File: config.mk
export PLATFORM = sky130hd
export DESIGN_NAME = mult_sequencer
export DESIGN_NICKNAME = d
export VERILOG_FILES = /design/src/rtl/mult_pkg.sv /design/src/rtl/seq_watchdog.sv /design/src/rtl/mult_sequencer.sv
export SDC_FILE = /design/constraint.sdc
export NUM_CORES = 1
export LEC_CHECK = 0
export CAP_MARGIN = 20
export CORE_AREA = 2 2 39 41
export CTS_CLUSTER_SIZE = 20
export DETAILED_ROUTE_END_ITERATION = 6
export DIE_AREA = 0 0 41 43
export GPL_TIMING_DRIVEN = 0
export PLACE_DENSITY_LB_ADDON = 0.08
export SKIP_CTS_REPAIR_TIMING = 1
export SLEW_MARGIN = 0
export SYNTH_ARGS = -nofsm -noshare
export SYNTH_HDL_FRONTEND = slang
export SYNTH_SLANG_ARGS = --single-unit
File: constraint.sdc
create_clock -name clk -period 3.5 [get_ports clk]
set_input_delay 0.525 -clock clk [delete_from_list [all_inputs] [get_ports clk]]
set_output_delay 0.525 -clock clk [all_outputs]
set_load 0.01 [all_outputs]
File: src/rtl/mult_pkg.sv
// Shared definitions for the serial multiplier sequencer.
// Contents: 3-bit FSM state encoding, default operand width, product width,
// default watchdog limit, product-shifter load hold length, and a helper
// that sizes counters.
package mult_pkg;

  typedef enum logic [2:0] {
    ST_IDLE     = 3'd0,
    ST_SHIFT_IN = 3'd1,
    ST_MUL_GO   = 3'd2,
    ST_MUL_WAIT = 3'd3,
    ST_OUT_REQ  = 3'd4,
    ST_OUT_HI   = 3'd5,
    ST_OUT_LO   = 3'd6,
    ST_FIN      = 3'd7
  } state_t;

  localparam int unsigned DEF_OPW = 12;
  localparam int unsigned DEF_PW  = 2 * DEF_OPW;
  localparam int unsigned DEF_TMO = 63;
  localparam int unsigned SZ_HOLD = 2;

  // Width of a counter that must reach n-1.
  function automatic int unsigned cnt_width(input int unsigned n);
    return (n <= 2) ? 1 : $clog2(n);
  endfunction

endpackage

File: src/rtl/seq_watchdog.sv
// Watchdog cycle counter for the multiplier sequencer.
// Ports:
//   clk    - clock
//   reset  - asynchronous active-low reset
//   en     - sequencer is in a state that is being timed
//   clr    - sequencer changes state this cycle (restart the count)
//   expire - high in the TMO-th consecutive timed cycle
module seq_watchdog
  import mult_pkg::*;
#(
  parameter int unsigned TMO = DEF_TMO
) (
  input  logic clk,
  input  logic reset,
  input  logic en,
  input  logic clr,
  output logic expire
);

  localparam int unsigned WW = cnt_width(TMO);
  localparam logic [WW-1:0] LAST = WW'(TMO - 1);

  logic [WW-1:0] count;

  always_ff @(posedge clk or negedge reset) begin
    if (!reset) begin
      count <= '0;
    end else if (clr || !en) begin
      count <= '0;
    end else begin
      count <= count + 1'b1;
    end
  end

  assign expire = en && (count == LAST);

endmodule

File: src/rtl/mult_sequencer.sv
// Top-level controller for the serial unsigned multiplier: shifts operands in,
// starts the core, waits for its result, triggers the product shifter and
// waits for it to drain.
// Optional feature macro: MULT_SEQ_TIMEOUT_EN (watchdog on the wait states).
// Ports:
//   clk       - clock
//   reset     - asynchronous active-low reset
//   start     - transaction request, sampled only in IDLE
//   sin_en    - operand shift-register enable (OPW cycles)
//   mul_start - one-cycle multiplier start pulse
//   mul_done  - multiplier result-valid level
//   sz        - product shifter load request (SZ_HOLD cycles)
//   fz        - product shifter busy flag
//   busy      - high outside IDLE
//   done      - one-cycle completion pulse
//   err       - one-cycle watchdog expiry pulse (0 without the feature)
module mult_sequencer
  import mult_pkg::*;
#(
  parameter int unsigned OPW = DEF_OPW,
  parameter int unsigned TMO = DEF_TMO
) (
  input  logic clk,
  input  logic reset,
  input  logic start,
  output logic sin_en,
  output logic mul_start,
  input  logic mul_done,
  output logic sz,
  input  logic fz,
  output logic busy,
  output logic done,
  output logic err
);

  localparam int unsigned CW = cnt_width((OPW > SZ_HOLD) ? OPW : SZ_HOLD);
  localparam logic [CW-1:0] OPW_LAST = CW'(OPW - 1);
  localparam logic [CW-1:0] SZ_LAST  = CW'(SZ_HOLD - 1);

  state_t        state, state_next;
  logic [CW-1:0] cnt, cnt_next;
  logic          err_next;
  logic          wd_en;
  logic          wd_expire;

  assign wd_en = (state == ST_MUL_WAIT) || (state == ST_OUT_HI) ||
                 (state == ST_OUT_LO);

  always_comb begin
    state_next = state;
    cnt_next   = '0;
    err_next   = 1'b0;
    case (state)
      ST_IDLE:     if (start) state_next = ST_SHIFT_IN;
      ST_SHIFT_IN: if (cnt == OPW_LAST) state_next = ST_MUL_GO;
      ST_MUL_GO:   state_next = ST_MUL_WAIT;
      ST_MUL_WAIT: if (mul_done) state_next = ST_OUT_REQ;
      ST_OUT_REQ:  if (cnt == SZ_LAST) state_next = ST_OUT_HI;
      ST_OUT_HI:   if (fz) state_next = ST_OUT_LO;
      ST_OUT_LO:   if (!fz) state_next = ST_FIN;
      ST_FIN:      state_next = ST_IDLE;
      default:     state_next = ST_IDLE;
    endcase
`ifdef MULT_SEQ_TIMEOUT_EN
    // Expiry overrides any progress made in the same cycle.
    if (wd_expire) begin
      state_next = ST_IDLE;
      err_next   = 1'b1;
    end
`endif
    // The counter restarts from 0 on every state change.
    if ((state_next == state) &&
        ((state == ST_SHIFT_IN) || (state == ST_OUT_REQ))) begin
      cnt_next = cnt + 1'b1;
    end
  end

`ifdef MULT_SEQ_TIMEOUT_EN
  seq_watchdog #(
    .TMO(TMO)
  ) u_watchdog (
    .clk   (clk),
    .reset (reset),
    .en    (wd_en),
    .clr   (state_next != state),
    .expire(wd_expire)
  );
`else
  logic unused_wd;
  assign wd_expire = 1'b0;
  assign unused_wd = wd_en ^ wd_expire ^ (^TMO);
`endif

  always_ff @(posedge clk or negedge reset) begin
    if (!reset) begin
      state <= ST_IDLE;
      cnt   <= '0;
    end else begin
      state <= state_next;
      cnt   <= cnt_next;
    end
  end

  // Outputs are registered from the next-state decode so each one is high
  // exactly while the FSM occupies the corresponding state.
  always_ff @(posedge clk or negedge reset) begin
    if (!reset) begin
      sin_en    <= 1'b0;
      mul_start <= 1'b0;
      sz        <= 1'b0;
      busy      <= 1'b0;
      done      <= 1'b0;
      err       <= 1'b0;
    end else begin
      sin_en    <= (state_next == ST_SHIFT_IN);
      mul_start <= (state_next == ST_MUL_GO);
      sz        <= (state_next == ST_OUT_REQ);
      busy      <= (state_next != ST_IDLE);
      done      <= (state_next == ST_FIN);
      err       <= err_next;
    end
  end

endmodule
==> results.md <==
- First-pass GRT wire length: about 2000 um
- WL/cell: ~13 um
- Post-Syn Nets: 70
- CP arrival: ~1800 ps
- DP HPWL: around 880 um
- Met1 usage: between 20% and 30%
- 1st-pass router iterations: 4
- Critical R2R Launch: cnt[0]$_DFF_PN0_
- Seq cells post-synth: 12
- Fin. max-slew vios: 0
- Setup Crit Path Kind: in2reg
- Ant diodes: 0
- Slowest stage delay, CP: around 550 ps
- Worst slew margin: between 60% and 70%
- Clock Tree Root: clkbuf_4
- Port Buf Inserts: 9
- Worst setup EP type: flip-flop
- Worst hold slack: 504 ps
- Outcome: finished, final reports clean
- Die width: slightly above 40 um
- Setup violators final: 0
- Max cap viols: 0
- Hold crit path type: reg2reg
- Antenna Nets Post-Route: 0
- Final #Nets: 84
- Ratio of cells with drive above 1 in the final layout: 13.2%
- HP Start: cnt[0]$_DFF_PN0_
- Lkg Pwr: 0.348 nW
- Leading cell type in the layout, fill and taps excluded: dfrtp_1
- Critical path fanouts, max: 5
- Met3 Use GR: 3.14%
- F_max: a little over 600 MHz
- Worst Path Required: between 3000 and 4000 ps
- Syn avg cell area: between 10 and 15 sq um
- Period utilisation layout: 47.3%
- Initial antenna violation count: 0
- Slew @ Worst Pin: approximately 550 ps
- DR iter-0 viols: 7
- I/O pin total: 11
- CTS tree: built
- Worst path slowest cell: clkdlybuf4s50_1
- GRT busiest layer: met2
- Vias: roughly 500
- Pwr per Cell Area: 747 mW/mm^2
- Final wirelength: around 1200 um
- Synth warn: 0
- Mapped cell area: around 640 sq um
- GRT Util Overall: roughly 17%
- CTS Sinks: 12
- Critical Path, Cell by Cell: clkdlybuf4s50_1, nand2_1, a32o_1, or3_1
- RSZ-0062 raised after global routing: no
- Met2 Resource Use GR: between 20 and 30%
- Most frequent cells in the layout: 12 x dfrtp_1, 9 x clkdlybuf4s50_1, 6 x nor3_1
- Row cnt: 14
- Die Y: between 40 and 50 um
- Worst Setup SP: fz
- Initial Utilization: between 40% and 50%
- Final Hold Vio Count: 0
- Via/cell ratio: between 5 and 6
- Max VDD drop: roughly 0.00044 V
- Vias in the first global route: 490
- Setup TNS: 0 ps
- Max Root-Sink Buffers: 2
- Clock Skews: between 0.8 and 0.9 ps
- Largest net degree at the start of global routing: 13
- Clk_lat worst skew: 270 ps
- Final worst path period need: 1650 ps
- Full die area: around 0.0018 sq mm
- Num CTS Buffers: 3
- Drt drc: 0
- Core Box Area: between 0.001 and 0.0015 sq mm
- H-Tree Depth: 1
- Grt ovf: 0
- CP Launch Type: input port
- Synth cell types: 32
- Seq/Total Area, Yosys: 47.0%
- Syn Inst Count: 63
- Clock-pin slew on the worst setup and hold paths: about 80 ps
- Area grow syn2layout: 22.9%
- GP Congestion: roughly 0.72
kinds of logic after synthesis:
group	after synthesis	synth area share, %
buffers and inverters	6	4.70
adders and majority gates	2	3.91
other	1	0.587
DFF	12	47.0
xor gates and xnor gates	2	2.74
AOI/OAI and AO/OA	14	15.9
and+or+nand+nor	26	25.2
metrics by stage:
| step | power, mW | setup WS [ps] | cell area (sq um) | std cells | utilization [%] |
|---|---|---|---|---|---|
| after detailed placement | 0.479 | 1570 | 749 | 88 | 54.2 |
| final | 0.587 | 1850 | 786 | 92 | 56.8 |
| after global routing | 0.636 | 1800 | 786 | 92 | 56.8 |
| after global placement | 0.478 | 1590 | 749 | 88 | 54.2 |
| after floorplan | 0.398 | 2020 | 639 | 63 | - |
| after CTS | 0.592 | 1840 | 786 | 92 | 56.8 |
cells in the mapped netlist, drive strengths merged:
master / n / area share, %
a21oi: 3 / 2.3
ha: 2 / 3.9
o221ai: 1 / 1.4
a2bb2oi: 1 / 1.4
nor2b: 2 / 2.0
xor2: 1 / 1.4
a21o: 1 / 1.2
a21boi: 1 / 1.2
and3b: 1 / 1.6
nand3: 3 / 2.3
nor3: 6 / 4.7
conb: 1 / 0.59
o21a: 1 / 1.2
and4b: 2 / 3.3
o22a: 1 / 1.4
nand4bb: 1 / 1.8
o21ai: 2 / 1.6
nand2: 4 / 2.3
xnor2: 1 / 1.4
nor2: 2 / 1.2
buf: 4 / 3.5
dfrtp: 12 / 47
and4bb: 1 / 2.0
o31a: 1 / 1.4
or3: 1 / 0.98
a32o: 1 / 1.6
a32oi: 1 / 1.4
nand2b: 2 / 2.0
inv: 2 / 1.2
nor3b: 1 / 1.2
path summary, 6_finish.rpt:
path	to	slack (ps)	depth (start not counted)
setup / recovery	busy$_DFF_PN0_	1850	4
hold / removal	cnt[0]$_DFF_PN0_	500	1
setup reg to reg	busy$_DFF_PN0_	1920	4
hold reg to reg	cnt[0]$_DFF_PN0_	500	1
max in group asynchronous	cnt[1]$_DFF_PN0_	2530	1
min in group asynchronous	done$_DFF_PN0_	610	1
cell type report:
type	instances	area, sq um
buffer	4	22.5
clock buffer	4	36.3
inverter	2	7.51
sequential	12	300
timing repair buffer	9	90.1
multi-input combinational	45	309
tap	16	20.0
fill	136	598
metal layers:
layer,up-vias,share of wire [%]
met3,2,4.0
met2,13,47
li1,253,-
met5,-,0
met1,230,48
met4,0,1.2
worst max-delay path: cells and delay by family:
kind	cells	cell delay, ps
buffers and inverters	1	550
and+or+nand+nor	2	460
AOI/OAI and AO/OA	1	270
sequential cells by signal, summed over array words and instances (netlist names):
register and flops:
state 3, mul_start 1, done 1, sin_en 1, sz 1, busy 1, cnt 4
report_power, final:
part	leakage (nW)	switching, mW	internal, mW	total, mW
registers	0.156	0.0300	0.181	0.211
logic	0.170	0.139	0.127	0.266
clock network	0.0210	0.0467	0.0632	0.110
total	0.348	0.216	0.371	0.587
No activity file was read; power rests on OpenSTA's default activity.
